--- src/rtl/surf_pkg.sv ---
// Shared SURF types: map geometry, neighbour offsets
// and the peak-finder state encoding.
package surf_pkg;

  localparam int SURF_COL     = 320;
  localparam int SURF_ROW     = 240;
  localparam int SURF_MARGIN  = 4;
  localparam int SURF_A_WIDTH = 17;
  localparam int SURF_D_WIDTH = 16;

  localparam int RW = 8;
  localparam int CW = 9;
  localparam int IW = 4;

  typedef struct packed {
    logic signed [1:0] dr;
    logic signed [1:0] dc;
  } nbr_off_t;

  // Centre first so the comparator can seed the peak flag.
  localparam nbr_off_t NBR_TAB [0:8] = '{
    '{dr:  2'sd0, dc:  2'sd0},
    '{dr: -2'sd1, dc: -2'sd1},
    '{dr: -2'sd1, dc:  2'sd0},
    '{dr: -2'sd1, dc:  2'sd1},
    '{dr:  2'sd0, dc: -2'sd1},
    '{dr:  2'sd0, dc:  2'sd1},
    '{dr:  2'sd1, dc: -2'sd1},
    '{dr:  2'sd1, dc:  2'sd0},
    '{dr:  2'sd1, dc:  2'sd1}
  };

  typedef enum logic [2:0] {
    S_IDLE,
    S_FETCH,
    S_WAIT,
    S_EVAL,
    S_EMIT,
    S_DONE
  } state_t;

  function automatic nbr_off_t nbr_off(
    input logic [IW-1:0] idx
  );
    nbr_off_t o;
    o = '0;
    if (idx < IW'(9)) o = NBR_TAB[idx];
    return o;
  endfunction

endpackage

--- src/rtl/det_nbr_addr.sv ---
// Maps a candidate centre and neighbour index to
// a determinant memory address.
module det_nbr_addr
  import surf_pkg::*;
#(
  parameter int COL     = SURF_COL,
  parameter int A_WIDTH = SURF_A_WIDTH
) (
  input  logic               en,
  input  logic [RW-1:0]      row,
  input  logic [CW-1:0]      col,
  input  logic [IW-1:0]      idx,
  output logic [A_WIDTH-1:0] addr
);

  nbr_off_t off;
  int       r;
  int       c;

  always_comb begin
    off  = nbr_off(idx);
    r    = int'(row) + int'($signed(off.dr));
    c    = int'(col) + int'($signed(off.dc));
    addr = en ? A_WIDTH'(r * COL + c) : '0;
  end

endmodule

--- src/rtl/det_peak_finder.sv ---
// Scans the determinant map for 3x3 strict local maxima
// above a threshold and streams them as keypoints.
module det_peak_finder
  import surf_pkg::*;
#(
  parameter int COL     = SURF_COL,
  parameter int ROW     = SURF_ROW,
  parameter int MARGIN  = SURF_MARGIN,
  parameter int A_WIDTH = SURF_A_WIDTH,
  parameter int D_WIDTH = SURF_D_WIDTH
) (
  input  logic                      Clk,
  input  logic                      Rst_n,
  input  logic                      Go,
  input  logic signed [D_WIDTH-1:0] Threshold,
  output logic [A_WIDTH-1:0]        D_Addr,
  output logic                      D_En,
  input  logic signed [D_WIDTH-1:0] D_Data,
  output logic                      Kp_Valid,
  input  logic                      Kp_Ready,
  output logic [RW-1:0]             Kp_Row,
  output logic [CW-1:0]             Kp_Col,
  output logic signed [D_WIDTH-1:0] Kp_Val,
  output logic [15:0]               Kp_Count,
  output logic                      Busy,
  output logic                      Done
);

  localparam logic [RW-1:0] R_FIRST = RW'(MARGIN + 1);
  localparam logic [RW-1:0] R_LAST  = RW'(ROW - MARGIN - 2);
  localparam logic [CW-1:0] C_FIRST = CW'(MARGIN + 1);
  localparam logic [CW-1:0] C_LAST  = CW'(COL - MARGIN - 2);
  localparam logic [IW-1:0] IDX_END = IW'(8);
  localparam logic [15:0]   CNT_MAX = '1;

  state_t                     state_q, state_d;
  logic [IW-1:0]              idx_q, idx_d;
  logic [RW-1:0]              row_q, row_d;
  logic [CW-1:0]              col_q, col_d;
  logic                       wcnt_q, wcnt_d;
  logic signed [D_WIDTH-1:0]  thr_q, thr_d;
  logic signed [D_WIDTH-1:0]  ctr_q, ctr_d;
  logic                       peak_q, peak_d;
  logic                       en1_q, en1_d;
  logic                       en2_q, en2_d;
  logic [IW-1:0]              ix1_q, ix1_d;
  logic [IW-1:0]              ix2_q, ix2_d;
  logic [RW-1:0]              kp_row_q, kp_row_d;
  logic [CW-1:0]              kp_col_q, kp_col_d;
  logic signed [D_WIDTH-1:0]  kp_val_q, kp_val_d;
  logic [15:0]                kp_cnt_q, kp_cnt_d;
  logic                       busy_q, busy_d;
  logic                       done_q, done_d;

  logic fetch_en;
  logic step;
  logic last_col;
  logic last_row;

  assign fetch_en = (state_q == S_FETCH);
  assign last_col = (col_q == C_LAST);
  assign last_row = (row_q == R_LAST);

  det_nbr_addr #(
    .COL     (COL),
    .A_WIDTH (A_WIDTH)
  ) u_addr (
    .en   (fetch_en),
    .row  (row_q),
    .col  (col_q),
    .idx  (idx_q),
    .addr (D_Addr)
  );

  assign D_En     = fetch_en;
  assign Kp_Valid = (state_q == S_EMIT);
  assign Kp_Row   = kp_row_q;
  assign Kp_Col   = kp_col_q;
  assign Kp_Val   = kp_val_q;
  assign Kp_Count = kp_cnt_q;
  assign Busy     = busy_q;
  assign Done     = done_q;

  always_comb begin
    state_d  = state_q;
    idx_d    = idx_q;
    row_d    = row_q;
    col_d    = col_q;
    wcnt_d   = wcnt_q;
    thr_d    = thr_q;
    ctr_d    = ctr_q;
    peak_d   = peak_q;
    kp_row_d = kp_row_q;
    kp_col_d = kp_col_q;
    kp_val_d = kp_val_q;
    kp_cnt_d = kp_cnt_q;
    busy_d   = busy_q;
    done_d   = 1'b0;
    step     = 1'b0;

    // Read data trails its address by the memory latency.
    en1_d = fetch_en;
    ix1_d = idx_q;
    en2_d = en1_q;
    ix2_d = ix1_q;
    if (en2_q) begin
      if (ix2_q == '0) begin
        ctr_d  = D_Data;
        peak_d = (D_Data > thr_q);
      end else begin
        peak_d = peak_q && (ctr_q > D_Data);
      end
    end

    case (state_q)
      S_IDLE: begin
        if (Go) begin
          thr_d    = Threshold;
          kp_cnt_d = '0;
          busy_d   = 1'b1;
          row_d    = R_FIRST;
          col_d    = C_FIRST;
          idx_d    = '0;
          state_d  = S_FETCH;
        end
      end
      S_FETCH: begin
        if (idx_q == IDX_END) begin
          idx_d   = '0;
          wcnt_d  = 1'b0;
          state_d = S_WAIT;
        end else begin
          idx_d = idx_q + IW'(1);
        end
      end
      S_WAIT: begin
        if (wcnt_q) state_d = S_EVAL;
        else        wcnt_d  = 1'b1;
      end
      S_EVAL: begin
        if (peak_q) begin
          kp_row_d = row_q;
          kp_col_d = col_q;
          kp_val_d = ctr_q;
          state_d  = S_EMIT;
        end else begin
          step = 1'b1;
        end
      end
      S_EMIT: begin
        if (Kp_Ready) begin
          if (kp_cnt_q != CNT_MAX)
            kp_cnt_d = kp_cnt_q + 16'd1;
          step = 1'b1;
        end
      end
      S_DONE: begin
        done_d  = 1'b1;
        busy_d  = 1'b0;
        state_d = S_IDLE;
      end
      default: state_d = S_IDLE;
    endcase

    // Advance the raster position; this is the NEXT step,
    // folded into EVAL/EMIT so it costs no extra cycle.
    if (step) begin
      if (last_col) begin
        col_d = C_FIRST;
        if (last_row) begin
          state_d = S_DONE;
        end else begin
          row_d   = row_q + RW'(1);
          state_d = S_FETCH;
        end
      end else begin
        col_d   = col_q + CW'(1);
        state_d = S_FETCH;
      end
    end
  end

  always_ff @(posedge Clk or negedge Rst_n) begin
    if (!Rst_n) begin
      state_q  <= S_IDLE;
      idx_q    <= '0;
      row_q    <= '0;
      col_q    <= '0;
      wcnt_q   <= 1'b0;
      thr_q    <= '0;
      ctr_q    <= '0;
      peak_q   <= 1'b0;
      en1_q    <= 1'b0;
      en2_q    <= 1'b0;
      ix1_q    <= '0;
      ix2_q    <= '0;
      kp_row_q <= '0;
      kp_col_q <= '0;
      kp_val_q <= '0;
      kp_cnt_q <= '0;
      busy_q   <= 1'b0;
      done_q   <= 1'b0;
    end else begin
      state_q  <= state_d;
      idx_q    <= idx_d;
      row_q    <= row_d;
      col_q    <= col_d;
      wcnt_q   <= wcnt_d;
      thr_q    <= thr_d;
      ctr_q    <= ctr_d;
      peak_q   <= peak_d;
      en1_q    <= en1_d;
      en2_q    <= en2_d;
      ix1_q    <= ix1_d;
      ix2_q    <= ix2_d;
      kp_row_q <= kp_row_d;
      kp_col_q <= kp_col_d;
      kp_val_q <= kp_val_d;
      kp_cnt_q <= kp_cnt_d;
      busy_q   <= busy_d;
      done_q   <= done_d;
    end
  end

endmodule
--- config.mk ---
export PLATFORM = sky130hd
export DESIGN_NAME = det_peak_finder
export DESIGN_NICKNAME = d
export VERILOG_FILES = /design/src/rtl/surf_pkg.sv /design/src/rtl/det_nbr_addr.sv /design/src/rtl/det_peak_finder.sv
export SDC_FILE = /design/constraint.sdc
export NUM_CORES = 1
export LEC_CHECK = 0
export BUFFER_PORTS_ARGS = -buffer_cell sky130_fd_sc_hd__buf_2
export CAP_MARGIN = 20
export CORE_MARGIN = 1.5
export CORE_UTILIZATION = 35
export CTS_CLUSTER_SIZE = 8
export DETAILED_ROUTE_END_ITERATION = 12
export GPL_TIMING_DRIVEN = 0
export PLACE_DENSITY_LB_ADDON = 0.25
export SYNTH_ARGS = -nofsm -noshare
export SYNTH_HDL_FRONTEND = slang
export SYNTH_SLANG_ARGS = --single-unit
--- constraint.sdc ---
create_clock -name Clk -period 7.5 [get_ports Clk]
set_input_delay 1.125 -clock Clk [delete_from_list [all_inputs] [get_ports Clk]]
set_output_delay 1.125 -clock Clk [all_outputs]
set_load 0.05 [all_outputs]
==> flow_summary.yaml, run 1 <==
cells_and_area:
  drive_gt1_frac: 0.205
  fin_util: 0.434
  area_delta_synth_final_pct: 20.9
  final_nets: 994
placed_design:
  io_buffer_count: 105
  place.gp.congestion: 0.784
  dp_hpwl_um: 12800
timing:
  maxSlewViolCount: 0
  finalSetupViolations: 0
  fin_skew_ns: 0.0103
  fin_crit_ns: 7.08
  fin_crit_sh: 0.944
  setup_tns_ns: 0
  fmax_mhz: 141
  rsz0062_at_grt: "false"
  worst_pin_slew_ns: 1.09
  hold_viol: 0
  slew_headroom: 0.272
floorplan:
  die_h_um: 147
  core_area_mm2: 0.0203
  num_io_pins: 106
  initial_core_util: 0.359
  die_w_um: 147
  rows: 52
  dieArea_mm2: 0.0217
global_route:
  grt_pass1_vias: 5625
  grt_max_degree: 80
  antenna_found_initial: 0
  grt.total_usage: 0.161
  overflow: 0
  grt_pass1_wl_um: 27800
critical_path:
  path_class: "reg2out"
  cp-end-kind: "output pin"
  cp_data_arrival_time_ns: 5.95
  ff2ff_setup_slack_ns: 4.86
  r2r_start: "col_q[0]"
  cp_data_required_time_ns: 6.38
  critical_path.endpoint: "D_Addr[16]"
  r2r_end: "row_q[7]"
  rr_worst_depth: 10
  start_kind: "flop"
  worst-path-max-fanout: 6
  startpoint: "idx_q[1]"
run_status:
  run_status: "completed"
cts:
  clk_latency_ns: 0.41
  clock-root-buffer: "clkbuf_16"
  clk_path_buf_depth: 2
  ctsHoldBuffers: 0
  clk_pin_slew_worst_paths_ns: 0.06
  htree_num_levels: 4
  clkSinkCount: 119
  numCtsBuffers: 17
  cts_tree: "yes"
logic_synthesis:
  synth_top_flop_cell: "dfrtp_1"
  synth_top_cell_by_area: "dfrtp_1"
  synth_edf_count: 0
  syn-num-nets: 868
  synth_most_common_cell: "dfrtp_1"
  seq_area_frac_synth: 0.409
  ys_async_sr_fraction: 1.00
  synth_cells: 755
  yosysUniqueCellTypes: 58
  avgSynthCellArea_um2: 9.65
  synthTopCellsByCount: "dfrtp_1, nand2_1, ha_1"
  synthTopCellsByArea: "dfrtp_1, ha_1, o21ai_0, mux2_2, xnor2_1"
  synth_top_area_frac: 0.409
  syn_area_mm2: 0.00729
  synth-seq-cells: 119
  yosysWarnings: 0
routing:
  dr.pass1.iters: 4
  num_vias: 5752
  dr.first_iter.drc_count: 212
  ant_nets: 0
  wirelength_um: 16800
  vias_per_cell: 4.94
  drt-wirelength-per-cell_um: 14.4
  drc_errors: 0
job:
  maxCapViolCount: 0
min_path:
  hp-class: "reg2reg"
## state kept, by name, indices dropped and copies added, names as in the netlist
signal	flops
Busy	1
Done	1
Kp_Col	9
Kp_Count	16
Kp_Row	8
Kp_Val	16
col_q	9
ctr_q	16
en1_q	1
en2_q	1
idx_q	4
ix1_q	4
ix2_q	4
peak_q	1
row_q	8
state_q	3
thr_q	16
wcnt_q	1
## cells in the final DEF (no fill, tap or decap), types with 14 or more instances in the layout
cell type / synthesis / layout
a21o_1: 14 / 14
a21oi_1: 26 / 26
xnor2_1: 35 / 34
inv_1: 51 / 51
clkbuf_16: 0 / 17
buf_2: 5 / 109
ha_1: 74 / 74
mux2_2: 29 / 29
o21ai_0: 66 / 66
nor2_1: 53 / 53
clkbuf_1: 23 / 25
xor2_1: 16 / 16
nand2_1: 77 / 77
nand3_1: 19 / 19
dfrtp_1: 119 / 118
## cell type report
type,instances,area [um^2]
Clock inverter,13,156
Sequential cell,119,2980
Multi-Input combinational cell,557,4030
Antenna cell,1,2.50
Inverter,51,191
Timing Repair Buffer,107,567
Fill cell,2025,11500
Tap cell,270,338
Buffer,28,111
Clock buffer,19,433
## how the worst min path moves through the flow
stage	startpoint	slack, ns	cells past startpoint	end
final	ix1_q[0]	0.35	0	ix2_q[0]
after global routing	ix1_q[2]	0.35	0	ix2_q[2]
after CTS	ix1_q[0]	0.35	0	ix2_q[0]
after detailed placement	ix1_q[0]	0.34	0	ix2_q[0]
after global placement	ix1_q[3]	0.33	0	ix2_q[3]
after floorplan	en1_q	0.33	0	en2_q
## worst max-delay path, stage by stage (launching register included)
cell,delay [ns]
dfrtp_1,0.46
inv_1,0.12
ha_1,0.27
or3_1,0.32
clkbuf_1,0.17
xnor2_1,0.17
ha_1,0.26
o31ai_1,0.14
a2bb2oi_1,0.19
xnor2_2,0.21
ha_1,0.36
fa_1,0.47
a21o_1,0.20
a21oi_1,0.23
xnor2_1,0.11
ha_1,0.21
or4_1,0.50
o22a_1,0.21
a31oi_1,0.17
xor3_1,0.43
nor2_1,0.09
buf_2,0.27
## per-stage QoR
| step | instances | area [um^2] | worst slack, ns | hold WS, ns |
|---|---|---|---|---|
| after global placement | 1130 | 8150 | 0.594 | 0.333 |
| final | 1165 | 8810 | 0.423 | 0.347 |
| after floorplan | 755 | 7290 | 0.844 | 0.331 |
| after global routing | 1164 | 8800 | 0.00942 | 0.355 |
| after detailed placement | 1131 | 8180 | 0.593 | 0.336 |
| after CTS | 1163 | 8770 | 0.114 | 0.348 |
## timing repair
item,in CTS,in global routing
setup endpoints to repair,0,1
buffers inserted,0,1
hold endpoints to repair,0,0
resized for setup,0,4
## per-layer routing
metal,track usage,wire (um),up-vias
met5,0,0,-
met4,0.0475,216,0
met3,0.0326,670,16
met2,0.249,7370,86
met1,0.227,8500,2731
li1,-,-,2919
## cells by family (layout without fill, tap and decap cells)
family / count (synthesis) / after routing / share of synthesized area
fa+ha+maj: 77 / 77 / 0.135
flops: 119 / 119 / 0.409
mux: 34 / 34 / 0.0517
xor+xnor: 52 / 52 / 0.0646
compound gates: 160 / 160 / 0.138
other cells: 0 / 1 / 0
buf+inv: 79 / 218 / 0.0416
simple gates: 234 / 234 / 0.160
Power of run 1 is not shown: default switching activity piles up to over one toggle a cycle in this logic, so the estimate is an artifact.
==> run 2: changes to the inputs <==
- REMOVE_ABC_BUFFERS: unset -> 1
==> run 2 against run 1 <==
Effect of this change:
- utilization is 0.14 points lower
- worst hold slack worse by 0.0050 ns
- global-route usage is 0.43 points lower
- die area stayed put
- non-clock buffer count is 25 lower
- wire length is 4.3% lower
- critical path type unchanged
==> flow_summary.yaml, run 2 (synthesis gave the netlist of run 1 again) <==
min_path:
  hp-class: "reg2reg"
  hold_end: "ix2_q[3]"
  min_path_cells: 0
  hp-start: "ix1_q[3]"
timing:
  hold_viol: 0
  rsz0062_at_grt: "false"
  slew_headroom: 0.364
  worst_pin_slew_ns: 0.954
  fin_crit_ns: 7.12
  hold_ws_ns: 0.342
  fin_skew_ns: 0.00923
  setup_tns_ns: 0
  fmax_mhz: 140
  fin_crit_sh: 0.949
  finalSetupViolations: 0
  maxSlewViolCount: 0
cts:
  clk_latency_ns: 0.42
  clock-root-buffer: "clkbuf_16"
  clkSinkCount: 119
  clk_pin_slew_worst_paths_ns: 0.06
  clk_path_buf_depth: 2
  cts_tree: "yes"
  htree_num_levels: 4
  numCtsBuffers: 17
cells_and_area:
  final_common_cell: "dfrtp_1"
  multi_input_area_mm2: 0.00403
  area_delta_synth_final_pct: 20.5
  final_nets: 969
  antenna_cells: 0
  final_cell_mix: "dfrtp_1, buf_2, nand2_1, ha_1, o21ai_0"
  drive_gt1_frac: 0.209
  seq_area_mm2: 0.00298
  nFillCells: 2037
floorplan:
  rows: 52
  core_area_mm2: 0.0203
  die_w_um: 147
  dieArea_mm2: 0.0217
  initial_core_util: 0.359
  num_io_pins: 106
  die_h_um: 147
critical_path:
  critPathMostFrequentCell: "ha_1"
  rr_worst_depth: 9
  path_class: "reg2out"
  cp_data_required_time_ns: 6.38
  cp_cell_sequence: "inv_1 -> ha_1 -> xor2_1 -> o22ai_1 -> ha_1 -> or4_1 -> o21ai_0 -> xor2_1 -> ha_1 -> ha_1 -> fa_1 -> a21o_1 -> a21oi_1 -> xnor2_1 -> ha_1 -> or4_1 -> o22a_1 -> a31oi_1 -> xor3_1 -> nor2_1 -> buf_2"
  worst-path-max-fanout: 9
  cp-end-kind: "output pin"
  start_kind: "flop"
  cp_data_arrival_time_ns: 5.99
  r2r_start: "col_q[0]"
  critical_path.top_delay_family: "adder cells"
  r2r_end: "row_q[7]"
  ff2ff_setup_slack_ns: 4.77
  max_stage_delay_ns: 0.50
  path_buf_inv: 2
  slowest_stage: "or4_1"
routing:
  dr.first_iter.drc_count: 189
  drc_errors: 0
  num_vias: 5617
  wirelength_um: 16000
  vias_per_cell: 4.93
  drt-wirelength-per-cell_um: 14.1
  dr.pass1.iters: 7
  ant_nets: 0
global_route:
  grt_max_degree: 63
  grt_pass1_wl_um: 27000
  grt.total_usage: 0.156
  antenna_found_initial: 0
  grt_pass1_vias: 5380
  overflow: 0
job:
  maxCapViolCount: 0
placed_design:
  io_buffer_count: 105
  dp_hpwl_um: 11700
  place.gp.congestion: 0.782
run_status:
  run_status: "completed"
-- run 2: cell count changes in the layout (fill, tap and decap cells not counted), moves of 3 or more --
cell	delta
buf_2	-5
inv_6	+5
clkbuf_8	+3
clkinv_2	-4
clkbuf_1	-25
buf_8	+3
-- run 2: how the worst max path moves through the flow --
stage / from / end / slack (ns) / cells past startpoint
final: idx_q[0] / D_Addr[16] / 0.38 / 21
after CTS: idx_q[0] / D_Addr[16] / 0.16 / 20
after global placement: idx_q[0] / D_Addr[16] / 0.69 / 20
after floorplan: idx_q[0] / D_Addr[16] / 0.88 / 19
after detailed placement: idx_q[0] / D_Addr[16] / 0.63 / 20
after global routing: idx_q[0] / D_Addr[16] / 0.01 / 21
-- run 2: routing by layer --
metal	track usage	wire length [um]	part of all wire
met1	0.219	8180	0.51
met2	0.241	7160	0.45
met3	0.0351	526	0.033
met4	0.0450	170	0.011
met5	0	0	0
-- run 2: layout make-up --
| class | count | area share |
|---|---|---|
| clock buffers | 20 | 0.0532 |
| clock inverters | 12 | 0.0187 |
| inverters | 51 | 0.0218 |
| multi-input cells | 557 | 0.459 |
| flip-flops and latches | 119 | 0.339 |
| well taps | 270 | 0.0385 |
| repair buffers | 110 | 0.0697 |
-- run 2: timing repair --
item                       CTS  global route
setup endpoints to repair    0             1
gates resized for setup      0             2
hold buffers                 0             0
buffers inserted             0             1
-- run 2: through the flow --
step,instances,setup WS [ns],area [um^2],util
2_1_floorplan,727,0.880,7170,-
3_3_place_gp,1102,0.688,8040,0.396
3_5_place_dp,1106,0.627,8130,0.400
4_1_cts,1138,0.163,8760,0.431
5_1_grt,1139,0.0101,8780,0.432
6_report,1139,0.382,8780,0.432
Power of run 2 is left out for the same reason.
==> run 3: changes to the inputs <==
- CTS_BUF_LIST: unset -> sky130_fd_sc_hd__clkbuf_4
==> run 3 against run 2 <==
Effect of this change:
- clock skew rose by 0.014 ns
- utilization down 1.6 points
- worst hold slack better by 0.013 ns
- maximum frequency down 0.36%
- critical path depth unchanged
- register-to-register slack better by 0.02 ns
- largest cell class unchanged
==> flow_summary.yaml, run 3 (synthesis gave the netlist of run 1 again) <==
floorplan:
  dieArea_mm2: 0.0217
  die_w_um: 147
  core_area_mm2: 0.0203
  num_io_pins: 106
  initial_core_util: 0.359
  rows: 52
  die_h_um: 147
critical_path:
  start_kind: "flop"
  critPathMostFrequentCell: "ha_1"
  slowest_stage: "or4_1"
  ff2ff_setup_slack_ns: 4.79
  cp_data_required_time_ns: 6.38
  cp-end-kind: "output pin"
  critical_path.top_delay_family: "adder cells"
  max_stage_delay_ns: 0.50
  cp_cell_sequence: "inv_1 -> ha_2 -> xor2_1 -> o22ai_1 -> ha_1 -> or4_1 -> o21ai_0 -> xor2_1 -> ha_1 -> ha_1 -> fa_1 -> a21o_1 -> a21oi_1 -> xnor2_1 -> ha_1 -> or4_1 -> o22a_1 -> a31oi_1 -> xor3_1 -> nor2_1 -> buf_4"
  rr_worst_depth: 9
  path_buf_inv: 2
  crit_cells: 21
  path_class: "reg2out"
  cp_data_arrival_time_ns: 6.02
  worst-path-max-fanout: 6
global_route:
  antenna_found_initial: 1
  overflow: 0
  grt.total_usage: 0.155
  grt_pass1_vias: 5378
  grt_pass1_wl_um: 26900
  grt_max_degree: 63
cells_and_area:
  final_common_cell: "dfrtp_1"
  area_delta_synth_final_pct: 16.1
  drive_gt1_frac: 0.208
  nFillCells: 2078
  final_nets: 969
  multi_input_area_mm2: 0.00403
  final_cell_mix: "dfrtp_1, buf_2, nand2_1, ha_1, o21ai_0"
  seq_area_mm2: 0.00298
placed_design:
  dp_hpwl_um: 11700
  io_buffer_count: 105
  place.gp.congestion: 0.782
cts:
  htree_num_levels: 4
  clkSinkCount: 119
  clock-root-buffer: "clkbuf_4"
  clk_path_buf_depth: 2
  cts_tree: "yes"
  numCtsBuffers: 17
  clk_pin_slew_worst_paths_ns: 0.11
  clk_latency_ns: 0.54
timing:
  finalSetupViolations: 0
  worst_pin_slew_ns: 0.951
  fin_skew_ns: 0.0230
  slew_headroom: 0.366
  hold_viol: 0
  hold_ws_ns: 0.355
  fmax_mhz: 140
  fin_crit_sh: 0.953
  fin_crit_ns: 7.14
  maxSlewViolCount: 0
routing:
  met1_length_um: 7950
  dr.pass1.iters: 4
  top_layer: "met4"
  dr_wl_met2_um: 7230
  wl_met3_um: 746
  drc_errors: 0
  wirelength_um: 16000
  ant_nets: 0
  vias_per_cell: 4.93
  dr.first_iter.drc_count: 209
  drt-wirelength-per-cell_um: 14.1
  num_vias: 5624
run_status:
  run_status: "completed"
job:
  maxCapViolCount: 0
min_path:
  min_path_cells: 0
  hp-class: "reg2reg"
[run 3: changes by cell type in the layout (fill, tap and decap cells not counted), sizes merged]
cell and delta:
clkinv +3, diode +1, clkbuf -3
[run 3: worst paths after layout]
path / start / to
max: idx_q[1] / D_Addr[16]
min: ix1_q[3] / ix2_q[3]
max reg2reg: col_q[0] / row_q[7]
min reg2reg: ix1_q[3] / ix2_q[3]
max in group asynchronous: Rst_n / idx_q[0]
min in group asynchronous: Rst_n / thr_q[8]
[run 3: final cells by class]
| cell class | instances | share of cell area |
|---|---|---|
| clock buffer | 17 | 0.0151 |
| antenna | 1 | 0.000296 |
| sequential | 119 | 0.352 |
| tap | 270 | 0.0399 |
| clock inverter | 15 | 0.0207 |
| multi-input combinational | 557 | 0.476 |
| timing repair buffer | 110 | 0.0726 |
| inverter | 51 | 0.0226 |
[run 3: timing repair]
item,CTS,global route
gates resized for setup,0,6
setup buffers,0,1
setup endpoints to repair,0,1
hold buffers,0,0
[run 3: per-layer routing]
layer,global-route usage,vias to the layer above
met5,0,-
li1,-,2873
met4,0.0330,0
met1,0.217,2644
met3,0.0398,7
met2,0.241,100
[run 3: metrics by stage]
step           TNS, ns  std cells  area (um^2)  utilization  setup slack [ns]
2_1_floorplan        0        727         7170            -             0.880
3_3_place_gp         0       1102         8040        0.396             0.688
3_5_place_dp         0       1106         8130        0.400             0.627
4_1_cts              0       1138         8430        0.415           0.00773
5_1_grt        -0.0202       1140         8460        0.417           -0.0202
6_report             0       1140         8460        0.417             0.356
Power of run 3 is left out for the same reason.
